### src/rtl/counter_pkg.sv
// Shared types and constants for the stopwatch counter datapath.
package counter_pkg;
  localparam int BCD_W = 4;
  localparam logic [BCD_W-1:0] BCD_MAX = 4'd9;

  typedef enum logic [1:0] {
    IDLE  = 2'd0,
    RUN   = 2'd1,
    PAUSE = 2'd2
  } sw_state_t;
endpackage

### src/rtl/tick_gen.sv
// Enable-gated prescaler: tick is high while enabled and the counter sits at TICK_DIV-1.
// Counter holds its value while en is low; synchronous clr zeroes it and wins over en.
module tick_gen #(
  parameter int TICK_DIV = 500000
) (
  input  logic clk,
  input  logic rst_n,
  input  logic en,
  input  logic clr,
  output logic tick
);
  localparam int CW = $clog2(TICK_DIV);
  localparam logic [CW-1:0] LAST = CW'(TICK_DIV - 1);

  logic [CW-1:0] cnt_q;

  assign tick = en && (cnt_q == LAST);

  always_ff @(posedge clk or negedge rst_n) begin
    if (!rst_n) begin
      cnt_q <= '0;
    end else if (clr) begin
      cnt_q <= '0;
    end else if (en) begin
      cnt_q <= tick ? '0 : cnt_q + CW'(1);
    end
  end
endmodule

### src/rtl/stopwatch_ctrl.sv
// Stopwatch sequencer: start/stop/clear FSM, prescaled BCD digit chain, 1-cycle count latency.
// Optional lap hold display snapshot built only when STOPWATCH_LAP_HOLD_EN is defined.
module stopwatch_ctrl
  import counter_pkg::*;
#(
  parameter int TICK_DIV = 500000,
  parameter int DIGITS   = 4
) (
  input  logic                    clk,
  input  logic                    rst_n,
  input  logic                    start_stop,
  input  logic                    clear,
  input  logic                    lap,
  output logic [BCD_W*DIGITS-1:0] bcd,
  output logic                    running,
  output logic                    overflow,
  output logic                    tick
);
  localparam int W = BCD_W * DIGITS;

  sw_state_t state_q, state_d;
  logic      run_en;
  logic [W-1:0]    count_q, count_d;
  logic [DIGITS:0] carry;

  always_ff @(posedge clk or negedge rst_n) begin
    if (!rst_n) state_q <= IDLE;
    else        state_q <= state_d;
  end

  always_comb begin
    state_d = state_q;
    if (clear) begin
      state_d = IDLE;
    end else if (start_stop) begin
      case (state_q)
        IDLE:    state_d = RUN;
        RUN:     state_d = PAUSE;
        PAUSE:   state_d = RUN;
        default: state_d = IDLE;
      endcase
    end
  end

  always_comb begin
    run_en  = (state_q == RUN);
    running = run_en;
  end

  tick_gen #(.TICK_DIV(TICK_DIV)) u_tick_gen (
    .clk   (clk),
    .rst_n (rst_n),
    .en    (run_en),
    .clr   (clear),
    .tick  (tick)
  );

  // Ripple increment: only a digit at exactly 9 carries; any value above 9 just restarts at 0.
  assign carry[0] = tick;
  for (genvar g = 0; g < DIGITS; g++) begin : g_digit
    logic [BCD_W-1:0] dig;
    assign dig          = count_q[g*BCD_W +: BCD_W];
    assign carry[g+1]   = carry[g] && (dig == BCD_MAX);
    assign count_d[g*BCD_W +: BCD_W] = !carry[g]       ? dig :
                                       (dig >= BCD_MAX) ? '0  : dig + BCD_W'(1);
  end

  always_ff @(posedge clk or negedge rst_n) begin
    if (!rst_n) begin
      count_q  <= '0;
      overflow <= 1'b0;
    end else if (clear) begin
      count_q  <= '0;
      overflow <= 1'b0;
    end else begin
      count_q <= count_d;
      if (carry[DIGITS]) overflow <= 1'b1;
    end
  end

`ifdef STOPWATCH_LAP_HOLD_EN
  logic         hold_q;
  logic [W-1:0] snap_q;

  always_ff @(posedge clk or negedge rst_n) begin
    if (!rst_n) begin
      hold_q <= 1'b0;
      snap_q <= '0;
    end else if (clear) begin
      hold_q <= 1'b0;
    end else if (lap && (state_q != IDLE)) begin
      hold_q <= !hold_q;
      if (!hold_q) snap_q <= count_q;
    end
  end

  assign bcd = hold_q ? snap_q : count_q;
`else
  logic unused_lap;
  assign unused_lap = lap;
  assign bcd        = count_q;
`endif
endmodule

### config.mk
export PLATFORM = sky130hd
export DESIGN_NAME = stopwatch_ctrl
export DESIGN_NICKNAME = d
export VERILOG_FILES = /design/src/rtl/counter_pkg.sv /design/src/rtl/tick_gen.sv /design/src/rtl/stopwatch_ctrl.sv
export SDC_FILE = /design/constraint.sdc
export NUM_CORES = 1
export LEC_CHECK = 0
export ABC_CLOCK_PERIOD_IN_PS = 8500
export CAP_MARGIN = 20
export CORE_MARGIN = 1.5
export CORE_UTILIZATION = 55
export CTS_CLUSTER_SIZE = 12
export DETAILED_ROUTE_END_ITERATION = 8
export DONT_BUFFER_PORTS = 1
export HOLD_SLACK_MARGIN = 0.05
export MAX_ROUTING_LAYER = met4
export PLACE_DENSITY_LB_ADDON = 0.1
export SLEW_MARGIN = 30
export SYNTH_ARGS = -nofsm -noshare
export SYNTH_HDL_FRONTEND = slang
export SYNTH_SLANG_ARGS = --single-unit
### constraint.sdc
create_clock -name clk -period 8.5 [get_ports clk]
set_clock_uncertainty 0.2 [all_clocks]
set_input_delay 1.275 -clock clk [delete_from_list [all_inputs] [get_ports clk]]
set_output_delay 1.275 -clock clk [all_outputs]
set_load 0.01 [all_outputs]
# After elaboration in Yosys (flattened, before gate mapping)
# Cells that the tools add are included.
# Widths: inputs -> output; s select.
# op_classes
reduce_logical	14
n_addsub	5
order_cmp	4
eq_ne	7
mux	17
# ops
operator	count
$mux 19	3
$mux 4	8
$add 19x1->19 const B	1
$eq 19x19->1 const B	1
$add 4x1->4 const B	4
$eq 4x4->1 const B	4
$ge 4x4->1 const B	4
$mux 16	1
$reduce_bool 2->1	7
$logic_and 1x1->1	5
$mux 2	2
$pmux 2 s2	1
$eq 2x1->1 const B	1
$eq 2x2->1 const B	1
$logic_not 2->1	1
$mux 1	2
$reduce_or 2->1	1
# totals
register_bits	38
wordCells	54
input_bits	5
out_inout_bits	19

# Longest topological paths before layout
# logic_depth
ltp_word	8
mapped_depth	7
ltp_nobuf	6

# Cells and area by module
# Synthesis repeated with hierarchy kept, for this count alone.
# hier_totals
hier_cells	243
hier_area_um2	2272.2
# modules_own_cells
mod	area_per_inst_um2	seq_area_each_um2	cells_each	n_inst
stopwatch_ctrl	1169.9	475.5	124	1
tick_gen	1102.3	475.5	119	1

# Least setup slack after synthesis
# OpenSTA, ideal clock, no wires.
# synth_path
kind	register -> output
startpoint	reg u_tick_gen.cnt_q[9]
endpoint	out tick
t_arrival_ns	1.744
path_buffers	0
path_slack_ns	5.281
path_stages_with_launch	4
required_time_ns	7.025
path_cell_list	dfrtp_1 or4b_4 nor4_2 and2_1
# synth_via
elab_chain_len	2
# synth_rtl
element	line	source
from (decl)	tick_gen.sv:15	logic [CW-1:0] cnt_q;
from (signal assigned)	tick_gen.sv:25	cnt_q <= tick ? '0 : cnt_q + CW'(1);
$eq 19x19->1	tick_gen.sv:17	assign tick = en && (cnt_q == LAST);
$logic_and 1x1->1	tick_gen.sv:17	
to (decl)	stopwatch_ctrl.sv:17	output logic tick
# Every way passes these cells.

# Worst setup path in the final report
# Same ends and word-level chain as after synthesis.

==> impl_metrics.yaml <==
logic_synthesis:
  syn_area_um2: 2310
  yosysUniqueCellTypes: 48
  ys_seq_area_share_pct: 41.2
  netlist_instances: 249
  ys_ff_latch: 38
  synth_top_family_by_area: "simple AND/OR/NAND/NOR gates"
  async_flop_share_pct: 100
  muxShareOfSynthArea_pct: 0.867
  synth_simple_gate_area_share_pct: 25.7
  synth_xor_xnor_area_share_pct: 2.65
  synth_nets: 267
  synth_area_per_cell_um2: 9.28
  ys.flop_type: "dfrtp_1"
  synth_edf_count: 0
  yosys_warnings: 0
  synth_compound_area_share_pct: 17.8
  synthAdderAreaFrac_pct: 7.04
worst_setup_path:
  required_ns: 7.03
  end_kind: "output port"
  crit_path_start_kind: "flop"
  cp_max_fo: 10
  setup.worst_path.class: "reg -> out"
  slowest_delay_ns: 0.73
  path_cells: "or4b_4 > nor4_2 > and2_1"
  cp.arrival_ns: 2.35
  cpMaxStageDelayCell: "nor4_2"
sta:
  hold_viol: 0
  fmax_mhz: 261
  holdWs_ns: 0.319
  relSlewSlack_pct: 42.6
  fin_tns_setup_ns: 0
  rsz0062_at_grt: "false"
  worst-slew-pin-transition_ns: 0.853
  fin_crit_ns: 3.83
  finalSetupViolCount: 0
  drv_slew: 0
  period_share_pct: 45.0
clock_network:
  cts.clk_slew.worst_paths_ns: 0.08
  postCtsSetupBuffers: 0
  cts_hold_buf: 0
  h-tree-depth: 2
  cts-root-buf: "clkbuf_8"
  insertion_delay_ns: 0.30
  tritoncts: "yes"
  post_cts_resized: 0
  cts_made_buffers: 5
  cts.sinks: 38
  ctsLongestPathBuffers: 2
finish:
  n_antenna_cell: 0
  multi_input_area_um2: 1250
  seq_area_um2: 951
  drive_gt1_share_pct: 7.72
  layout_common_cells: "dfrtp_1, a21oi_1, o21ai_0"
  layout_commonest_cell: "dfrtp_1"
  fin_nets: 263
  fill_cells: 370
  syn2layout_area_growth_pct: 4.66
global_routing:
  grt_pass1_vias: 1732
  grt_overflow: 0
  grt_pass1_wl_um: 8400
  grt_max_degree: 39
  grt_use_total_pct: 25.0
  antenna_found_initial: 0
hold_path:
  worstHoldPathType: "reg -> reg"
power:
  switching_share_pct: 22.9
  irDropWorstVdd_uv: 89.1
  total_power_uw: 325
  power_leakage_nw: 0.959
  p_int_uw: 251
  p_seq_share_pct: 56.4
  p_per_area_nw_per_um2: 134
  pwr-share-comb_pct: 3.1
  clkPwrFrac_pct: 40.5
  p_switching_uw: 74.4
drt:
  drtIter0Drc: 100
  detail_route.wl_per_cell_um: 16.3
  via_count: 1885
  drc: 0
  viasPerCell: 6.37
  ant_nets: 0
  totalWireLength_um: 4830
  firstDrtPassIters: 4
outcome:
  status: "finished, final reports clean"
die:
  die_x_um: 67.8
  rows: 23
  die_area_um2: 4600
  initial_core_util_pct: 57.3
  fp.dieH_um: 67.8
  core_area_um2: 4030
  io_pins: 24
job:
  max_cap_viol_count: 0
placed_design:
  gp_congestion: 0.810
  port_buffers: 0
  hpwl_um: 3230
final cells by class:
class	instances	share of cell area [%]
Sequential cell	38	39.3
Clock buffer	7	3.57
Multi-Input combinational cell	184	51.7
Inverter	15	2.33
Tap cell	50	2.59
Clock inverter	1	0.207
Timing Repair Buffer	1	0.311
final timing paths:
path	start	end	slack [ns]	depth (start not counted)
max in group asynchronous	rst_n	u_tick_gen.cnt_q[7]	7.55	0
min	state_q[1]	state_q[1]	0.32	2
max	u_tick_gen.cnt_q[9]	tick	4.67	3
min in group asynchronous	rst_n	bcd[13]	0.46	0
min reg2reg	state_q[1]	state_q[1]	0.32	2
max reg2reg	u_tick_gen.cnt_q[11]	bcd[14]	5.71	4
synthesized netlist by cell type, types with 2 or more instances:
| cell type | number | area (µm²) |
|---|---|---|
| a21oi_1 | 20 | 100 |
| a41oi_1 | 2 | 17.5 |
| and2_1 | 3 | 18.8 |
| and3_1 | 2 | 12.5 |
| and4_1 | 3 | 26.3 |
| clkbuf_1 | 9 | 33.8 |
| dfrtp_1 | 38 | 951 |
| ha_1 | 13 | 163 |
| inv_1 | 14 | 52.6 |
| mux2i_1 | 2 | 20.0 |
| nand2_1 | 9 | 33.8 |
| nand3_1 | 11 | 55.1 |
| nand3b_1 | 4 | 30.0 |
| nand4_1 | 13 | 81.3 |
| nor2_1 | 12 | 45.0 |
| nor3_1 | 9 | 45.0 |
| nor4_1 | 2 | 12.5 |
| o211ai_1 | 7 | 52.6 |
| o21ai_0 | 16 | 80.1 |
| o21ai_1 | 2 | 10.0 |
| o31ai_1 | 8 | 60.1 |
| or2_2 | 2 | 12.5 |
| or3_1 | 8 | 50.1 |
| or3b_2 | 3 | 26.3 |
| or4_1 | 8 | 60.1 |
| or4b_4 | 2 | 27.5 |
| xnor2_1 | 2 | 17.5 |
| xor2_1 | 5 | 43.8 |
critical path, delay by kind of cell, from the launching register on:
kind	cells	cell delay, ns
and+or+nand+nor	3	1.61
DFF	1	0.45
power by group through the flow:
stage | combinational, mW | sequential, mW | clock [mW]
2_1_floorplan | 0.00964 | 0.187 | 0
3_3_place_gp | 0.00986 | 0.187 | 0
3_5_place_dp | 0.0101 | 0.187 | 0
4_1_cts | 0.0101 | 0.183 | 0.135
5_1_grt | 0.0115 | 0.184 | 0.142
6_report | 0.00996 | 0.183 | 0.132
flip-flops by register name, summed over array words and instances (netlist names):
| signal | count |
|---|---|
| bcd | 16 |
| overflow | 1 |
| state_q | 2 |
| u_tick_gen.cnt_q | 19 |
cell families (layout without fill, tap and decap cells):
logic type	count (synthesis)	in the layout
buf+inv	27	24
xor+xnor	7	7
flops	38	38
mux	2	2
compound gates	65	65
simple gates	97	97
fa+ha+maj	13	13
metal layers:
metal | global-route usage [%] | vias to the layer above | wire (µm)
met5 | - | - | 0
met3 | 6.17 | 6 | 212
met2 | 34.9 | 46 | 2010
met1 | 35.4 | 902 | 2540
met4 | 8.50 | 0 | 66
li1 | - | 931 | -
per-stage QoR:
| stage | util [%] | setup slack [ns] | instance area, µm² | cells |
|---|---|---|---|---|
| after floorplan | - | 5.28 | 2310 | 249 |
| after detailed placement | 57.7 | 5.02 | 2330 | 288 |
| after CTS | 60.0 | 4.67 | 2420 | 296 |
| after global routing | 60.0 | 4.55 | 2420 | 296 |
| after global placement | 57.7 | 5.05 | 2330 | 288 |
| final | 60.0 | 4.67 | 2420 | 296 |
Note: power is estimated with default switching activity, not from simulation.
